### src/rtl/adder_pkg.sv
// Shared definitions for the sequential multi-word adder.
//  - State encoding of the controller FSM.
//  - Default slice width and slice count.
package adder_pkg;

  typedef logic [1:0] state_t;

  localparam state_t ST_IDLE = 2'd0;
  localparam state_t ST_RUN  = 2'd1;
  localparam state_t ST_DONE = 2'd2;

  localparam int DWL_DEF    = 4;
  localparam int NWORDS_DEF = 4;

endpackage

### src/rtl/multiword_add_seq_if.sv
// Handshake bundle of the sequential multi-word adder.
//  Operand side : in_valid, in_ready, a_in, b_in
//  Result side  : out_valid, out_ready, sum, cout
//  slave  modport = adder view, master modport = producer/consumer view.
interface multiword_add_seq_if
  import adder_pkg::*;
#(
  parameter int DWL    = DWL_DEF,
  parameter int NWORDS = NWORDS_DEF
);

  localparam int W = DWL * NWORDS;

  logic         in_valid;
  logic         in_ready;
  logic [W-1:0] a_in;
  logic [W-1:0] b_in;
  logic         out_valid;
  logic         out_ready;
  logic [W-1:0] sum;
  logic         cout;

  modport slave (
    input  in_valid, a_in, b_in, out_ready,
    output in_ready, out_valid, sum, cout
  );

  modport master (
    output in_valid, a_in, b_in, out_ready,
    input  in_ready, out_valid, sum, cout
  );

endinterface

### src/rtl/multiword_add_seq_cla.sv
// Carry-lookahead slice adder (no carry-in).
//  a, b : DWL-bit addends
//  s    : DWL+1-bit result, s[DWL] is the carry out
//  cout : carry out (same value as s[DWL])
module CarryLookaheadAdder #(
  parameter int DWL = 4
) (
  input  logic [DWL-1:0] a,
  input  logic [DWL-1:0] b,
  output logic [DWL:0]   s,
  output logic           cout
);

  logic [DWL-1:0] g_s;
  logic [DWL-1:0] p_s;
  logic [DWL:0]   c_s;
  logic           run_p_s;

  // Flat lookahead: carry i+1 is g[j] AND every propagate between j+1 and i, ORed over j.
  always_comb begin
    g_s     = a & b;
    p_s     = a ^ b;
    c_s     = '0;
    run_p_s = 1'b1;
    for (int i = 0; i < DWL; i++) begin
      c_s[i+1] = g_s[i];
      run_p_s  = 1'b1;
      for (int j = i - 1; j >= 0; j--) begin
        run_p_s  = run_p_s & p_s[j+1];
        c_s[i+1] = c_s[i+1] | (g_s[j] & run_p_s);
      end
    end
  end

  assign s    = {c_s[DWL], p_s ^ c_s[DWL-1:0]};
  assign cout = c_s[DWL];

endmodule

### src/rtl/multiword_add_seq.sv
// Sequential multi-word adder: one DWL-bit CLA slice per cycle, LSB slice first.
//  clk, rst : clock, synchronous active-high reset
//  bus      : slave side of multiword_add_seq_if (operand and result handshakes)
// Operands accepted at edge E give out_valid after edge E+NWORDS; the result is
// held stable until out_ready, and no operand is accepted during DONE.
module multiword_add_seq
  import adder_pkg::*;
#(
  parameter int DWL    = DWL_DEF,
  parameter int NWORDS = NWORDS_DEF
) (
  input  logic                 clk,
  input  logic                 rst,
  multiword_add_seq_if.slave   bus
);

  localparam int W    = DWL * NWORDS;
  localparam int IDXW = (NWORDS > 1) ? $clog2(NWORDS) : 1;
  localparam logic [IDXW-1:0] LAST_IDX = IDXW'(NWORDS - 1);

  state_t          state_r;
  state_t          state_nxt_s;
  logic [W-1:0]    a_sh_r;
  logic [W-1:0]    b_sh_r;
  logic            carry_r;
  logic [IDXW-1:0] idx_r;
  logic [W-1:0]    sum_r;
  logic            cout_r;
  logic            out_valid_r;
  logic            in_ready_s;
  logic            accept_s;
  logic            step_s;
  logic            last_s;
  logic [DWL:0]    cla_sum_s;
  logic [DWL:0]    slice_total_s;
  logic            cla_cout_unused;

  CarryLookaheadAdder #(.DWL(DWL)) u_cla (
    .a    (a_sh_r[DWL-1:0]),
    .b    (b_sh_r[DWL-1:0]),
    .s    (cla_sum_s),
    .cout (cla_cout_unused)
  );

  // Add the registered inter-slice carry; cannot overflow DWL+1 bits.
  always_comb begin
    slice_total_s = cla_sum_s + {{DWL{1'b0}}, carry_r};
  end

  // State register.
  always_ff @(posedge clk) begin
    if (rst) begin
      state_r <= ST_IDLE;
    end else begin
      state_r <= state_nxt_s;
    end
  end

  // Next-state logic.
  always_comb begin
    state_nxt_s = state_r;
    case (state_r)
      ST_IDLE: begin
        if (bus.in_valid) state_nxt_s = ST_RUN;
        else              state_nxt_s = ST_IDLE;
      end
      ST_RUN: begin
        if (last_s) state_nxt_s = ST_DONE;
        else        state_nxt_s = ST_RUN;
      end
      ST_DONE: begin
        if (bus.out_ready) state_nxt_s = ST_IDLE;
        else               state_nxt_s = ST_DONE;
      end
      default: state_nxt_s = ST_IDLE;
    endcase
  end

  // Output / control decode from the current state.
  always_comb begin
    in_ready_s = 1'b0;
    step_s     = 1'b0;
    case (state_r)
      ST_IDLE: in_ready_s = 1'b1;
      ST_RUN:  step_s     = 1'b1;
      ST_DONE: in_ready_s = 1'b0;
      default: in_ready_s = 1'b0;
    endcase
    accept_s = in_ready_s & bus.in_valid;
    last_s   = step_s & (idx_r == LAST_IDX);
  end

  // Datapath: operand capture, slice write-back, result handover.
  always_ff @(posedge clk) begin
    if (rst) begin
      a_sh_r      <= '0;
      b_sh_r      <= '0;
      carry_r     <= 1'b0;
      idx_r       <= '0;
      sum_r       <= '0;
      cout_r      <= 1'b0;
      out_valid_r <= 1'b0;
    end else if (accept_s) begin
      a_sh_r  <= bus.a_in;
      b_sh_r  <= bus.b_in;
      carry_r <= 1'b0;
      idx_r   <= '0;
      sum_r   <= '0;
    end else if (step_s) begin
      sum_r[int'(idx_r)*DWL +: DWL] <= slice_total_s[DWL-1:0];
      carry_r <= slice_total_s[DWL];
      a_sh_r  <= a_sh_r >> DWL;
      b_sh_r  <= b_sh_r >> DWL;
      idx_r   <= idx_r + IDXW'(1);
      if (last_s) begin
        cout_r      <= slice_total_s[DWL];
        out_valid_r <= 1'b1;
      end
    end else if ((state_r == ST_DONE) && bus.out_ready) begin
      out_valid_r <= 1'b0;
    end
  end

  assign bus.in_ready  = in_ready_s;
  assign bus.out_valid = out_valid_r;
  assign bus.sum       = sum_r;
  assign bus.cout      = cout_r;

endmodule

### src/flat_wrapper.sv
// flat-port wrapper written by rule: the top's interface ports become plain ports
module multiword_add_seq_flat import adder_pkg::*;
#(
  parameter int DWL    = DWL_DEF,
  parameter int NWORDS = NWORDS_DEF
)
  (clk, rst, bus_in_valid, bus_a_in, bus_b_in, bus_out_ready, bus_in_ready, bus_out_valid, bus_sum, bus_cout);
  multiword_add_seq_if #(.DWL(DWL), .NWORDS(NWORDS)) bus_i ();
  input  logic clk;
  input  logic rst;
  input wire logic [$bits(bus_i.in_valid)-1:0] bus_in_valid;
  input wire logic [$bits(bus_i.a_in)-1:0] bus_a_in;
  input wire logic [$bits(bus_i.b_in)-1:0] bus_b_in;
  input wire logic [$bits(bus_i.out_ready)-1:0] bus_out_ready;
  output wire logic [$bits(bus_i.in_ready)-1:0] bus_in_ready;
  output wire logic [$bits(bus_i.out_valid)-1:0] bus_out_valid;
  output wire logic [$bits(bus_i.sum)-1:0] bus_sum;
  output wire logic [$bits(bus_i.cout)-1:0] bus_cout;
  assign bus_i.in_valid = bus_in_valid;
  assign bus_i.a_in = bus_a_in;
  assign bus_i.b_in = bus_b_in;
  assign bus_i.out_ready = bus_out_ready;
  assign bus_in_ready = bus_i.in_ready;
  assign bus_out_valid = bus_i.out_valid;
  assign bus_sum = bus_i.sum;
  assign bus_cout = bus_i.cout;
  multiword_add_seq #(.DWL(DWL), .NWORDS(NWORDS)) u_core (.clk(clk), .rst(rst), .bus(bus_i));
endmodule
### config.mk
export PLATFORM = sky130hd
export DESIGN_NAME = multiword_add_seq_flat
export DESIGN_NICKNAME = d
export VERILOG_FILES = /design/src/rtl/adder_pkg.sv /design/src/rtl/multiword_add_seq_if.sv /design/src/rtl/multiword_add_seq_cla.sv /design/src/rtl/multiword_add_seq.sv /design/src/flat_wrapper.sv
export SDC_FILE = /design/constraint.sdc
export NUM_CORES = 1
export LEC_CHECK = 0
export CORE_ASPECT_RATIO = 1.4
export CORE_UTILIZATION = 50
export CTS_CLUSTER_SIZE = 10
export DETAILED_ROUTE_END_ITERATION = 12
export DONT_BUFFER_PORTS = 1
export PLACE_DENSITY_LB_ADDON = 0.08
export SYNTH_ARGS = -nofsm -noshare
export SYNTH_HDL_FRONTEND = slang
export SYNTH_HIERARCHICAL = 1
export SYNTH_SLANG_ARGS = --single-unit
### constraint.sdc
create_clock -name clk -period 1.8 [get_ports clk]
set_input_delay 0.09 -clock clk [delete_from_list [all_inputs] [get_ports clk]]
set_output_delay 0.09 -clock clk [all_outputs]
set_load 0.01 [all_outputs]
==> impl_results.md, run 1 <==
- Cells after synthesis: 278
- Area delta synth->final: 24.75%
- Most used DFF post-synth: dfxtp_1
- Core box area: 4644 µm²
- CTS sink count: 55
- Worst Hold Depth: 2
- H-tree depth: 2
- Routed vias/inst: 5.725
- Area after DPL: 2579 µm²
- Max Clk Rate: 525.0 MHz
- Max Buffers Root-to-Sink: 2
- Pwr/cell area: 807.8 nW/µm²
- Clock root buffer: clkbuf_8
- Worst setup EP type: flip-flop
- Total wire length: 5963 µm
- Hold Crit Class: in2reg
- Share of Yosys cell area claimed by the top area cell type: 44.72%
- Syn. warnings: 6
- Slowest CP cell: fa_2
- Count leader, synth: dfxtp_1
- Max IR drop VDD: 0.5877 mV
- Worst path bufs/invs: 3
- Max-slew violations: 0
- Share of synthesized registers carrying an async set or reset: 0%
- Worst Setup Path Type: reg2reg
- Setup TNS: -0.4340 ns
- Slew @ Worst Pin: 0.9575 ns
- Initial antenna violation count: 0
- Worst Skew: 0.009362 ns
- Antenna diodes: 0
- Crit path depth: 9
- WP data required: 2.01 ns
- Die W: 61.31 µm
- Max stage delay on crit path: 0.43 ns
- CP max FO: 2
- DRT Pass-1 Iters: 4
- Most common library cells after synthesis: 55 x dfxtp_1, 48 x nand2_1, 44 x a21oi_1
- Yosys top cell by area: dfxtp_1
- Vias in the first global route: 2031
- Buffers on Ports: 0
- CTS buffer count: 5
- TritonCTS clock tree: yes
- Outcome: complete, but fails checks
- P_leak: 1.109 nW
- Starting DRT DRC Count: 117
- Placer Congestion: 0.8208
- Number of synthesized flops with an enable pin: 0
- Cell Rows: 29
- Ratio of final minimum period to clock period: 105.8%
- Via count: 2147
- Seq/Total Area, Yosys: 44.72%
- Max-cap violations: 0
- Final setup margin: -0.1047 ns
- Final setup vio count: 7
- Final HPWL DP: 3747 µm
- Gr usage total: 23.31%
- Fin. Hold Viols: 0
- Synthesized cell area: 2462 µm²
- Synth unique cells: 39
- Area contributors post-synth: dfxtp_1 45%, a21oi_1 8.9%, a22oi_1 7.3%, nand2_1 7.3%, ha_1 5.6%
- Failing checks: setup timing
- Largest net degree at the start of global routing: 41
- R2R Setup Slk: -0.10 ns
- Die ar.: 5214 µm²
- Slew Limit Headroom: 36.13%
- Synth Register Bits: 55
- Final Critical Period: 1.905 ns
- Global route overflow: 0
- RSZ-0062 raised after global routing: yes
- Average wire per standard cell: 15.90 µm
- Share of layout cells above drive strength 1: 14.70%
- Post-route ant nets: 0
- First-pass GRT wire length: 9163 µm
- Final #Nets: 361
- Chip height: 85.04 µm
- Worst-path clk slew: 0.09 ns
- Reg2Reg Depth: 9
- Mean post-synth cell area: 8.857 µm²
- Crit path launch type: flip-flop
- Post-synth net total: 326
- Initial Utilization: 53.02%
- Crit-path cells: ha_4 > inv_2 > fa_2 > inv_2 > ha_4 > buf_6 > nand3_2 > xor2_1 > a311oi_1
- Drt drc: 0
- Crit path DAT: 2.12 ns
- Clock Latency Late Sink: 0.31 ns
- Delay-heaviest family, CP: adder cells
- Post-route cell area: 3072 µm²
- # IOs: 55
per-layer routing:
layer	wire length [µm]	share of wire (%)	up-vias	global-route usage (%)
met2	3205	54	67	42.09
li1	-	-	1066	-
met5	0	0	-	0
met1	2402	40	1007	25.89
met3	278	4.7	7	5.030
met4	77	1.3	0	7.645
what timing repair did:
action,in CTS,in global routing
hold buffers,30,0
setup endpoints to repair,11,12
hold endpoints to repair,40,0
pin swaps,9,10
setup buffers,0,2
resized for setup,9,6
placed cells by master, fill, tap and decap left out, drive strengths merged, types with 3 or more instances in the layout:
cell type	instances
a21oi	44
a22oi	24
a32oi	6
buf	20
clkbuf	6
dfxtp	55
dlygate4sd3	29
ha	11
inv	7
nand2	48
nand3	12
nand3b	4
nand4	6
nand4b	3
nor2	8
nor2b	3
o22ai	3
xor2	4
worst register-to-register path, stage by stage (launching register included):
cell and delay (ns):
dfxtp_2 0.35, ha_4 0.16, inv_2 0.05, fa_2 0.43
inv_2 0.09, ha_4 0.14, buf_6 0.09, nand3_2 0.07
xor2_1 0.16, a311oi_1 0.27
registers in the layout, indices dropped and copies added (netlist names):
| signal | flops |
|---|---|
| u_core/b_sh_r | 16 |
| u_core/bus.out_valid | 1 |
| u_core/idx_r | 2 |
| u_core/bus.sum | 16 |
| u_core/state_r | 2 |
| u_core/carry_r | 1 |
| u_core/bus.cout | 1 |
| u_core/a_sh_r | 16 |
through the flow:
step | std cells | hold slack [ns] | power, mW | util (%) | setup WS, ns
global route | 375 | 0.006860 | 2.570 | 66.14 | -0.1589
finish | 375 | 0.005739 | 2.481 | 66.14 | -0.1047
global placement | 336 | 0.1656 | 1.611 | 55.52 | -0.08696
CTS | 373 | 0.002248 | 2.483 | 65.14 | -0.1325
floorplan | 278 | 0.2260 | 1.535 | - | 0.03345
detailed placement | 336 | 0.1693 | 1.616 | 55.52 | -0.1886
cells by family after synthesis:
kind of cell	count (synthesis)	synth area share, %
xor gates and xnor gates	5	1.778
DFF	55	44.72
and+or+nand+nor	94	19.82
buffers and inverters	28	5.539
adders and majority gates	12	6.402
AOI/OAI and AO/OA	83	21.34
muxes	1	0.4065
where the power goes:
group,switching (mW),internal (mW),total (mW)
combinational,0.206,0.183,0.389
sequential,0.0307,1.27,1.30
clock,0.388,0.408,0.796
final timing paths:
path               startpoint                to
max          u_core/a_sh_r[0]   u_core/bus.cout
min               bus_b_in[1]  u_core/b_sh_r[1]
max reg2reg  u_core/a_sh_r[0]   u_core/bus.cout
min reg2reg  u_core/b_sh_r[4]  u_core/b_sh_r[4]
layout make-up:
type	instances	area (µm²)
sequential	55	1104
multi-input combinational	195	1292
clock buffer	6	72.57
timing repair buffer	49	469.2
clock inverter	1	30.03
fill	422	1573
inverter	7	26.28
tap	62	77.57
No activity file was read; power rests on OpenSTA's default activity.
==> run 2, diff against run 1 <==
==> constraint.sdc (replaced) <==
create_clock -name clk -period 1.8 [get_ports clk]
set_input_delay 0.09 -clock clk [delete_from_list [all_inputs] [get_ports clk]]
set_output_delay 0.09 -clock clk [all_outputs]
set_load 0.1 [all_outputs]
==> run 2 against run 1 <==
  * The run ends with hold timing, setup timing left
  * Setup slack gained 0.043 ns
  * Wire length grew 4.5%
  * Utilization grew 4.8 points
  * Via count grew 4.2%
  * Clock power shrank 10%
  * Largest cell class unchanged
==> impl_results.md, run 2 (same netlist as run 1, synthesis figures left out) <==
- Max-slew violations: 0 (unchanged)
- Drt drc: 0 (unchanged)
- Most frequent cells in the layout: 53 x dfxtp_1, 47 x nand2_1, 44 x a21oi_1, 35 x buf_4, 29 x dlygate4sd3_1
- P_leak: 1.214 nW (+9.5%)
- RSZ-0062 raised after global routing: yes
- Crit path DAT: 2.09 ns (-0.03 ns)
- Delay-heaviest family, CP: adder cells
- Final HPWL DP: 3914 µm (+4.5%)
- Fin. Hold Viols: 2 (+2)
- Max IR drop VDD: 0.6112 mV (+4.0%)
- First-pass GRT wire length: 10090 µm (+10%)
- CP max FO: 2 (unchanged)
- Share of power burned in registers: 52.4% (+0.2 points)
- Placer Congestion: 0.8160 (-0.58%)
- Hold Crit Class: in2reg
- Chip height: 85.04 µm (unchanged)
- Via count: 2238 (+4.2%)
- DRT Pass-1 Iters: 5 (+1)
- Met3 usage: 5.640% (+0.61 points)
- Max stage delay on crit path: 0.43 ns (about the same)
- Post-route cell area: 3293 µm² (+7.2%)
- Multi-input logic area: 1373 µm² (+6.2%)
- Antenna diodes: 0 (unchanged)
- Cell Rows: 29 (unchanged)
- Final setup vio count: 8 (+1)
- Total wire length: 6232 µm (+4.5%)
- Final setup margin: -0.06171 ns (+0.04300 ns)
- Area after DPL: 2751 µm² (+6.7%)
- Share of layout cells above drive strength 1: 21.62% (+6.9 points)
- Average wire per standard cell: 15.78 µm (-0.78%)
- WP data required: 2.03 ns (+0.02 ns)
- Failing checks: hold timing, setup timing
- Placed cells: 357 (+6.3%)
- Worst Skew: 0.007769 ns (-0.001593 ns)
- Min-delay src: bus_a_in[10]
- Sw Share: 28.98% (+3.8 points)
- CTS sink count: 55 (unchanged)
- Max Buffers Root-to-Sink: 2 (unchanged)
- Global route overflow: 0 (unchanged)
- Max Clk Rate: 537.1 MHz (+2.3%)
- Fillers: 388 (-8.1%)
- Combinational power share: 18.8% (+3.1 points)
- Worst path bufs/invs: 2 (-1)
- Slew @ Worst Pin: 0.9337 ns (-0.02380 ns)
- Pwr/cell area: 750.7 nW/µm² (-7.1%)
- Pwr Total: 2.472 mW (-0.37%)
- Routed vias/inst: 5.666 (-1.0%)
- Ratio of final minimum period to clock period: 103.4% (-2.4 points)
- Buffers on Ports: 0 (unchanged)
- Largest net degree at the start of global routing: 41 (unchanged)
- Max-cap violations: 0 (unchanged)
- Worst hold slack: -0.004980 ns (-0.01072 ns)
- Critical Path Start: u_core/a_sh_r[0]
- Worst-path clk slew: 0.10 ns (about the same)
- Die W: 61.31 µm (unchanged)
- Most common cell after layout, fill and taps aside: dfxtp_1
- Crit-path cells: ha_4 > inv_2 > fa_2 > inv_2 > ha_4 > nand3_4 > xor2_4 > a311oi_1
- Worst setup EP type: flip-flop
- Worst Setup Path Type: reg2reg
- Clock root buffer: clkbuf_8
- Storage element area: 1104 µm² (unchanged)
- Initial antenna violation count: 0 (unchanged)
- Outcome: complete, but fails checks
- Area delta synth->final: 33.74%
- Clock Power Share: 28.8% (-3.3 points)
- Net Sw Power: 0.7164 mW (+15%)
- Post-route ant nets: 0 (unchanged)
- Initial Utilization: 53.02% (unchanged)
- H-tree depth: 2 (unchanged)
- # IOs: 55 (unchanged)
- Starting DRT DRC Count: 89 (-24%)
- Gr usage total: 26.10% (+2.8 points)
- TritonCTS clock tree: yes
- Crit path launch type: flip-flop
- Slew Limit Headroom: 37.71% (+1.6 points)
- R2R Setup Slk: -0.06 ns (+0.04 ns)
- CTS buffer count: 5 (unchanged)
- Die ar.: 5214 µm² (unchanged)
- Met2 usage: 47.43% (+5.3 points)
- Vias in the first global route: 2203 (+8.5%)
- Slowest CP cell: fa_2
- Final #Nets: 380 (+5.3%)
- Final Critical Period: 1.862 ns (-0.04300 ns)
- Routing usage on met1: 27.88% (+2.0 points)
- Post-Layout Cell Count: 395 (+5.3%)
- Internal: 1.756 mW (-5.5%)
- Core box area: 4644 µm² (unchanged)
- Gr busiest metal: met2
- Worst r2r src: u_core/a_sh_r[0]
- Clock Latency Late Sink: 0.32 ns (about the same)
-- run 2: final timing paths --
check                      endpoint  depth (start not counted)
hold / removal    u_core/a_sh_r[10]                          2
setup reg to reg    u_core/bus.cout                          8
setup / recovery    u_core/bus.cout                          8
hold reg to reg   u_core/bus.sum[1]                          2
-- run 2: through the flow --
| stage | setup slack [ns] | utilization, % | setup TNS (ns) | hold slack [ns] |
|---|---|---|---|---|
| global placement | -0.06116 | 59.24 | -0.1629 | 0.1643 |
| CTS | -0.05633 | 69.99 | -0.2112 | 0.0009378 |
| finish | -0.06171 | 70.91 | -0.2476 | -0.004980 |
| floorplan | 0.03309 | - | 0 | 0.2260 |
| global route | -0.1935 | 70.91 | -0.8554 | 0.006975 |
| detailed placement | -0.1382 | 59.24 | -0.7507 | 0.1695 |
-- run 2: worst reg2reg max path: stages, from the launching register on --
cell	delay, ns
dfxtp_2	0.35
ha_4	0.16
inv_2	0.05
fa_2	0.43
inv_2	0.09
ha_4	0.17
nand3_4	0.09
xor2_4	0.17
a311oi_1	0.26
-- run 2: layer usage --
| metal | part of all wire (%) | up-vias |
|---|---|---|
| li1 | - | 1097 |
| met1 | 38 | 1071 |
| met2 | 55 | 57 |
| met3 | 4.6 | 13 |
| met4 | 2.3 | 0 |
| met5 | 0 | - |
-- run 2: cell type report --
type	instances	area share [%]
multi-input combinational	195	41.68
sequential	55	33.51
timing repair buffer	68	18.96
tap	62	2.356
clock buffer	6	2.204
inverter	7	0.7979
clock inverter	2	0.4939
-- run 2: power groups by stage --
stage / sequential, mW / combinational (mW) / clock, mW
3_5_place_dp: 1.32 / 0.349 / 0
5_1_grt: 1.30 / 0.498 / 0.771
4_1_cts: 1.29 / 0.447 / 0.714
2_1_floorplan: 1.33 / 0.231 / 0
6_report: 1.30 / 0.464 / 0.713
3_3_place_gp: 1.32 / 0.344 / 0
-- run 2: repair_timing --
item	in CTS	in global routing
setup endpoints to repair	13	10
setup buffers	1	0
hold buffers	30	0
gates resized for setup	19	5
endpoints found under the hold margin	40	0
pin swaps	10	9
